$ cat src/rtl/mipi_hs_lane_serializer_if.sv
// mipi_hs_lane_serializer_if: word handshake, burst control and line outputs of one HS data lane
interface mipi_hs_lane_serializer_if #(
  parameter int WIDTH = 8
);
  logic             HS_SER_EN;
  logic [WIDTH-1:0] HSTX_DATA;
  logic             HSTX_VALID;
  logic             HSTX_LAST;
  logic             HSTX_READY;
  logic             DTXHS;
  logic             HS_ACTIVE;
  logic             HS_UNDERFLOW;
  logic             HS_DONE;
  modport master (
    output HS_SER_EN, HSTX_DATA, HSTX_VALID, HSTX_LAST,
    input  HSTX_READY, DTXHS, HS_ACTIVE, HS_UNDERFLOW, HS_DONE
  );
  modport slave (
    input  HS_SER_EN, HSTX_DATA, HSTX_VALID, HSTX_LAST,
    output HSTX_READY, DTXHS, HS_ACTIVE, HS_UNDERFLOW, HS_DONE
  );
endinterface

$ cat src/rtl/mipi_hs_lane_serializer.sv
// mipi_hs_lane_serializer: frames and serializes HS bursts (zero, sync, payload, trail) for one D-PHY lane
module mipi_hs_lane_serializer #(
  parameter int         WIDTH      = 8,
  parameter int         ZERO_BITS  = 8,
  parameter int         TRAIL_BITS = 16,
  parameter logic [7:0] SYNC_WORD  = 8'hB8,
  parameter bit         LSB_FIRST  = 1'b1
) (
  input logic HS_TXCLK,
  input logic HS_RST,
  mipi_hs_lane_serializer_if.slave bus
);
  localparam int M1 = ZERO_BITS > TRAIL_BITS ? ZERO_BITS : TRAIL_BITS;
  localparam int M2 = WIDTH > 8 ? WIDTH : 8;
  localparam int CW = $clog2(M1 > M2 ? M1 : M2) + 1;
  localparam logic [CW-1:0] Z_END = CW'(ZERO_BITS - 1);
  localparam logic [CW-1:0] T_END = CW'(TRAIL_BITS - 1);
  localparam logic [CW-1:0] W_END = CW'(WIDTH - 1);
  localparam logic [CW-1:0] S_END = CW'(7);
  // sync word is parked at the end of the register that shifts out first
  localparam logic [WIDTH-1:0] SYNC_LD = LSB_FIRST ? WIDTH'(SYNC_WORD) : WIDTH'(SYNC_WORD) << (WIDTH - 8);
  typedef enum logic [2:0] {IDLE, ZERO, SYNC, DATA, TRAIL} state_t;
  state_t           state, nxt;
  logic [CW-1:0]    cnt, cnt_n;
  logic [WIDTH-1:0] sr, sr_n;
  logic             last_q, last_n, lb, lb_n, bit_v, word_end, ready, take, dtx, act;
  assign word_end         = (state == SYNC && cnt == S_END) || (state == DATA && cnt == W_END);
  assign ready            = word_end & bus.HS_SER_EN & ~last_q;
  assign take             = ready & bus.HSTX_VALID;
  assign bus.HSTX_READY   = ready;
  assign bus.HS_UNDERFLOW = ready & ~bus.HSTX_VALID;
  assign bus.HS_DONE      = state == TRAIL && cnt == T_END;
  assign bus.DTXHS        = dtx;
  assign bus.HS_ACTIVE    = act;
  // next state, shift value and word fetch; every word boundary either loads the next word or falls into trail
  always_comb begin
    nxt    = state;
    cnt_n  = cnt + 1'b1;
    sr_n   = LSB_FIRST ? sr >> 1 : sr << 1;
    last_n = last_q;
    lb_n   = lb;
    bit_v  = 1'b0;
    case (state)
      IDLE: begin
        cnt_n  = '0;
        last_n = 1'b0;
        nxt    = bus.HS_SER_EN ? ZERO : IDLE;
      end
      ZERO: if (cnt == Z_END) begin
        cnt_n = '0;
        sr_n  = SYNC_LD;
        nxt   = SYNC;
      end
      SYNC, DATA: begin
        bit_v = LSB_FIRST ? sr[0] : sr[WIDTH-1];
        lb_n  = bit_v;
        if (word_end) begin
          cnt_n  = '0;
          nxt    = take ? DATA : TRAIL;
          sr_n   = take ? bus.HSTX_DATA : sr_n;
          last_n = take ? bus.HSTX_LAST : last_q;
        end
      end
      TRAIL: begin
        bit_v = ~lb;
        if (cnt == T_END) begin
          cnt_n = '0;
          nxt   = IDLE;
        end
      end
      default: nxt = IDLE;
    endcase
  end
  // state, counters and the line flops; active is delayed with the data so it brackets the bits on the line
  always_ff @(posedge HS_TXCLK or posedge HS_RST) begin
    if (HS_RST) begin
      state  <= IDLE;
      cnt    <= '0;
      sr     <= '0;
      last_q <= 1'b0;
      lb     <= 1'b0;
      dtx    <= 1'b0;
      act    <= 1'b0;
    end else begin
      state  <= nxt;
      cnt    <= cnt_n;
      sr     <= sr_n;
      last_q <= last_n;
      lb     <= lb_n;
      dtx    <= bit_v;
      act    <= state != IDLE;
    end
  end
endmodule

$ cat src/flat_wrapper.sv
// flat-port wrapper written by rule: the top's interface ports become plain ports
module mipi_hs_lane_serializer_flat 
#(
  parameter int         WIDTH      = 8,
  parameter int         ZERO_BITS  = 8,
  parameter int         TRAIL_BITS = 16,
  parameter logic [7:0] SYNC_WORD  = 8'hB8,
  parameter bit         LSB_FIRST  = 1'b1
)
  (HS_TXCLK, HS_RST, bus_HS_SER_EN, bus_HSTX_DATA, bus_HSTX_VALID, bus_HSTX_LAST, bus_HSTX_READY, bus_DTXHS, bus_HS_ACTIVE, bus_HS_UNDERFLOW, bus_HS_DONE);
  mipi_hs_lane_serializer_if #(.WIDTH(WIDTH)) bus_i ();
  input logic HS_TXCLK;
  input logic HS_RST;
  input wire logic [$bits(bus_i.HS_SER_EN)-1:0] bus_HS_SER_EN;
  input wire logic [$bits(bus_i.HSTX_DATA)-1:0] bus_HSTX_DATA;
  input wire logic [$bits(bus_i.HSTX_VALID)-1:0] bus_HSTX_VALID;
  input wire logic [$bits(bus_i.HSTX_LAST)-1:0] bus_HSTX_LAST;
  output wire logic [$bits(bus_i.HSTX_READY)-1:0] bus_HSTX_READY;
  output wire logic [$bits(bus_i.DTXHS)-1:0] bus_DTXHS;
  output wire logic [$bits(bus_i.HS_ACTIVE)-1:0] bus_HS_ACTIVE;
  output wire logic [$bits(bus_i.HS_UNDERFLOW)-1:0] bus_HS_UNDERFLOW;
  output wire logic [$bits(bus_i.HS_DONE)-1:0] bus_HS_DONE;
  assign bus_i.HS_SER_EN = bus_HS_SER_EN;
  assign bus_i.HSTX_DATA = bus_HSTX_DATA;
  assign bus_i.HSTX_VALID = bus_HSTX_VALID;
  assign bus_i.HSTX_LAST = bus_HSTX_LAST;
  assign bus_HSTX_READY = bus_i.HSTX_READY;
  assign bus_DTXHS = bus_i.DTXHS;
  assign bus_HS_ACTIVE = bus_i.HS_ACTIVE;
  assign bus_HS_UNDERFLOW = bus_i.HS_UNDERFLOW;
  assign bus_HS_DONE = bus_i.HS_DONE;
  mipi_hs_lane_serializer #(.WIDTH(WIDTH), .ZERO_BITS(ZERO_BITS), .TRAIL_BITS(TRAIL_BITS), .SYNC_WORD(SYNC_WORD), .LSB_FIRST(LSB_FIRST)) u_core (.HS_TXCLK(HS_TXCLK), .HS_RST(HS_RST), .bus(bus_i));
endmodule
$ cat config.mk
export PLATFORM = sky130hd
export DESIGN_NAME = mipi_hs_lane_serializer_flat
export DESIGN_NICKNAME = d
export VERILOG_FILES = /design/src/rtl/mipi_hs_lane_serializer_if.sv /design/src/rtl/mipi_hs_lane_serializer.sv /design/src/flat_wrapper.sv
export SDC_FILE = /design/constraint.sdc
export NUM_CORES = 1
export LEC_CHECK = 0
export BUFFER_PORTS_ARGS = -buffer_cell sky130_fd_sc_hd__buf_4
export CAP_MARGIN = 20
export CORE_MARGIN = 3
export CORE_UTILIZATION = 42
export CTS_CLUSTER_SIZE = 12
export DETAILED_ROUTE_END_ITERATION = 6
export PLACE_DENSITY = 0.66
export SLEW_MARGIN = 20
export SYNTH_ARGS = -nofsm -noshare
export SYNTH_HDL_FRONTEND = slang
export SYNTH_SLANG_ARGS = --single-unit
$ cat constraint.sdc
create_clock -name HS_TXCLK -period 1.4 [get_ports HS_TXCLK]
set_input_delay 0.21 -clock HS_TXCLK [delete_from_list [all_inputs] [get_ports HS_TXCLK]]
set_output_delay 0.21 -clock HS_TXCLK [all_outputs]
set_load 0.02 [all_outputs]
Yosys cells after proc, flatten, opt, wreduce, memory -nomap -nowiden --
Index checks and enable logic that the tools add are counted.
Cells by class: $add $sub $neg 1, bitwise gates (word level) 7, reduce and logical (&&, ||, !) cells 10, equal/unequal tests 10, multiplexer cells 18
Operators by type and width (number):
- $mux 8 | 3
- $pmux 5 s4 | 1
- $pmux 8 s2 | 1
- $mux 5 | 3
- $mux 3 | 4
- $pmux 3 s4 | 1
- $eq 3x2->1 const B | 2
- $ne 2x1->1 const B | 3
- $reduce_and 3->1 | 2
- $add 5x1->5 const B | 1
- $eq 5x3->1 const B | 1
- $eq 5x4->1 const B | 1
- $and 1x1->1 | 4
- $pmux 1 s2 | 2
- $eq 3x1->1 const B | 1
- $eq 3x3->1 const B | 1
- $logic_and 1x1->1 | 3
- $logic_not 3->1 | 1
- $mux 1 | 3
- $not 1->1 | 3
- $reduce_bool 3->1 | 1
- $ne 2x2->1 const B | 1
- $reduce_bool 2->1 | 1
- $reduce_or 2->1 | 1
- $logic_or 1x1->1 | 1
Storage, ports and cells: register bits 20, input port bits 13, output and inout port bits 5, word-level logic and storage cells 53

Logic depth before layout (Yosys ltp) --
depth after elaboration 9, mapped depth 7, gate-level depth less buffers 7

Worst setup path before layout --
OpenSTA, ideal clock, no wires.
path type reg-to-output, start reg u_core.cnt[0], end out bus_HS_UNDERFLOW, setup slack -0.243 ns, stages on the path, launching flop included 5, required time 1.190 ns, arrival 1.433 ns, buffers on the path 0, cell sequence dfrtp_1 -> ha_1 -> and4bb_4 -> nand2_1 -> nor3_1
Between the ends: cells in the longest elaborated chain, start to end 6, elaborated cells on any way between the ends 7, those cells by class eq/ne (1); bitwise (3); reduce/logical (3)
Ends and longest elaborated chain:
- start, declared | line mipi_hs_lane_serializer.sv:24 | logic [CW-1:0] cnt, cnt_n;
- start signal, assigned | line mipi_hs_lane_serializer.sv:86 | cnt <= cnt_n;
- $eq 5x3->1 (*) | line mipi_hs_lane_serializer.sv:27 | assign word_end = (state == SYNC && cnt == S_END) || (state == DATA && cnt == W_END);
- $logic_and 1x1->1 | line mipi_hs_lane_serializer.sv:27
- $logic_or 1x1->1 (*) | line mipi_hs_lane_serializer.sv:27
- $and 1x1->1 (*) (2 in series) | line mipi_hs_lane_serializer.sv:28 | assign ready = word_end & bus.HS_SER_EN & ~last_q;
- $and 1x1->1 (*) | line mipi_hs_lane_serializer.sv:31 | assign bus.HS_UNDERFLOW = ready & ~bus.HSTX_VALID;
- end, declared | line flat_wrapper.sv:21 | output wire logic [$bits(bus_i.HS_UNDERFLOW)-1:0] bus_HS_UNDERFLOW;
Mark *: on every way between the ends. The rest lies on a longest branch, timed or not.

Worst setup path in the final report --
start reg u_core.cnt[1], end out bus_HS_UNDERFLOW
Same word-level chain as after synthesis.

==> metrics.txt <==
synthesized area 927 µm²; CP endpoint kind output port; Crit path required time 1190 ps; chip width 53.0 µm; vias in the first global route 780; fin. max-slew vios 0; cells after synthesis 88; initial antenna violation count 0; GRT Util Overall 0.179; sequential-to-total area share from yosys stat 0.540; DR WL/cell 16.2 µm; dominant cell type by area after synthesis dfrtp_1; clock latency on the worst-skew pair 300 ps; number of max-cap violations 0; Final Skew 1.74 ps; Hold EP u_core.sr[1]; Syn Area/Cell 10.5 µm²; pwr/cell area 1590 mW/mm²; RR Endpoint u_core.sr[6]; largest net degree at the start of global routing 21; row count 16; worst hold path type input pin to flop; Sinks on Clock Net 20; root buffer cell clkbuf_4; RePlAce Congestion 0.773; Yosys reg bits 20; fillers 136; CTS tree yes; final hold vios 0; CTS clk-pin slew, worst paths 120 ps; drt drc 0; H-tree depth 1; YS warnings 0; count of different cell masters after synthesis 30; Met3 Wirelength 158 µm; first-pass GRT wire length 3680 µm; slew of the pin with the lowest slew margin 354 ps; worst endpoint data arrival time 1490 ps; Core ar. 0.00202 mm²; post-route ant nets 0; failing checks negative setup slack; Final WS setup -299 ps; die area 0.00281 mm²; Synth Flop Type dfrtp_1; status finished with violations; share of layout cells above drive strength 1 0.477; worst r2r src u_core.cnt[0]; fmax 0.589 GHz; WS Path Type flop to output port; clock buffer depth 2; Async SR Flop Fraction 1.00; Hold Crit Start bus_HSTX_DATA[1]; Top Metal Used met4; Initial Util 0.459; Num CTS Buffers 3; Cell Area, Placed 0.00118 mm²; met1 wire length 1110 µm; router iterations before antenna repair 5; Post-Route WL 2540 µm; Peak supply drop 1.04 mV; fin crit share 1.21; CP startpoint kind flop; share of the synthesized area in the top cell type 0.540; min cycle time layout 1700 ps; I/O pins 18; Iteration-0 DRC Markers 41; Slew headroom 0.763; routed wire length on met2 1200 µm; crit-path max FO 3; Final nets 147; Die Ht 53.0 µm; post-route cell area 0.00145 mm²; flop-to-flop setup slack -230 ps; final setup vio count 16; Reg2Reg Depth 6; pre-CTS setup slack -68.3 ps; DP Wirelength 1540 µm; number of I/O port buffers 17; RSZ-0062 raised after global routing yes; syn_nets 104; Vias/cell 5.50; Area Growth Syn to Fin 56.8%; EDFF count, synth 0; vias 864; Lkg Pwr 0.678 nW; Hold Crit Depth 2; gr ovfl total 0; ANT cells 0; synth top area cells dfrtp_1 54%, nand2_1 4.5%, ha_1 4.0%
where the power goes:
| part | internal, mW | total (mW) | switching, mW |
|---|---|---|---|
| registers | 0.771 | 0.931 | 0.159 |
| logic | 0.486 | 0.912 | 0.426 |
| clock network | 0.289 | 0.469 | 0.180 |
| total | 1.55 | 2.31 | 0.766 |
logic make-up (layout without fill, tap and decap cells):
group | Yosys count | in the layout | share of synthesized area
and+or+nand+nor | 35 | 35 | 0.211
adders and majority gates | 3 | 3 | 0.0405
DFF | 20 | 20 | 0.540
buffers and inverters | 9 | 51 | 0.0405
AOI/OAI and AO/OA | 19 | 19 | 0.150
xor gates and xnor gates | 2 | 2 | 0.0189
through the flow:
step | util | hold WS [ps] | setup TNS, ps | std cells | power, mW
finish | 0.719 | 146 | -2960 | 157 | 2.31
global route | 0.719 | 138 | -3890 | 157 | 2.45
CTS | 0.655 | 138 | -1940 | 154 | 2.14
detailed placement | 0.585 | 273 | -570 | 143 | 1.59
global placement | 0.585 | 253 | -217 | 143 | 1.57
floorplan | - | 174 | -165 | 88 | 1.29
worst max-delay path by stage:
stage,from,end,slack (ps),cells past startpoint
after floorplan,u_core.cnt[0],bus_HSTX_READY,-70,4
after global placement,u_core.cnt[1],u_core.last_q,-40,4
after detailed placement,u_core.cnt[0],u_core.sr[5],-70,4
after CTS,u_core.cnt[0],bus_HS_DONE,-290,6
after global routing,u_core.cnt[0],bus_HS_UNDERFLOW,-360,5
final,u_core.cnt[1],bus_HS_UNDERFLOW,-300,5
metal layers:
layer / vias to the layer above / GRT usage
met5: - / 0
met3: 12 / 0.0535
met2: 42 / 0.267
met4: 0 / 0.0511
li1: 395 / -
met1: 415 / 0.250
flip-flops by register name, indices dropped and copies added (netlist names):
signal,cells
u_core.state,3
u_core.lb,1
u_core.bus.HS_ACTIVE,1
u_core.cnt,5
u_core.sr,8
u_core.last_q,1
u_core.bus.DTXHS,1
critical path, cell delays in order, from the launching register on:
cell and delay, ps:
dfrtp_1 410, ha_4 170, and4bb_4 280, nand2_4 70
nor3_2 110, buf_4 160
synthesized netlist by cell type, types with 3 or more instances:
| library cell | instances |
|---|---|
| dfrtp_1 | 20 |
| nand2_1 | 11 |
| inv_1 | 7 |
| nor2_1 | 5 |
| a21oi_1 | 4 |
| a22o_1 | 4 |
| ha_1 | 3 |
| nand2b_1 | 3 |
| nand3_1 | 3 |
| nor2b_1 | 3 |
| o221ai_1 | 3 |
timing repair:
action / in CTS / in global routing
resized for setup: 9 / 22
cloned: 0 / 0
buffers inserted: 6 / 7
hold buffers: 1 / 0
hold endpoints to repair: 20 / 0
setup endpoints to repair: 15 / 18
pin swaps: 8 / 3
layout make-up:
class | count | area (µm²) | share of cell area
tap | 27 | 33.8 | 0.0232
clock buffer | 3 | 22.5 | 0.0155
clock inverter | 1 | 30.0 | 0.0207
inverter | 7 | 26.3 | 0.0181
timing repair buffer | 40 | 333 | 0.229
sequential | 20 | 500 | 0.344
multi-input combinational | 59 | 508 | 0.349
placed cells by master, fill, tap and decap left out, drive strengths merged, types with 2 or more instances in the layout:
cell type  count
nand2         11
o221ai         3
nand2b         3
dfrtp         20
clkbuf         3
nand3          3
nor2           5
nor2b          3
nor3           2
inv            7
and3           2
buf           39
a22o           4
ha             3
o21ai          2
a21oi          4
Note: power is estimated with default switching activity, not from simulation.
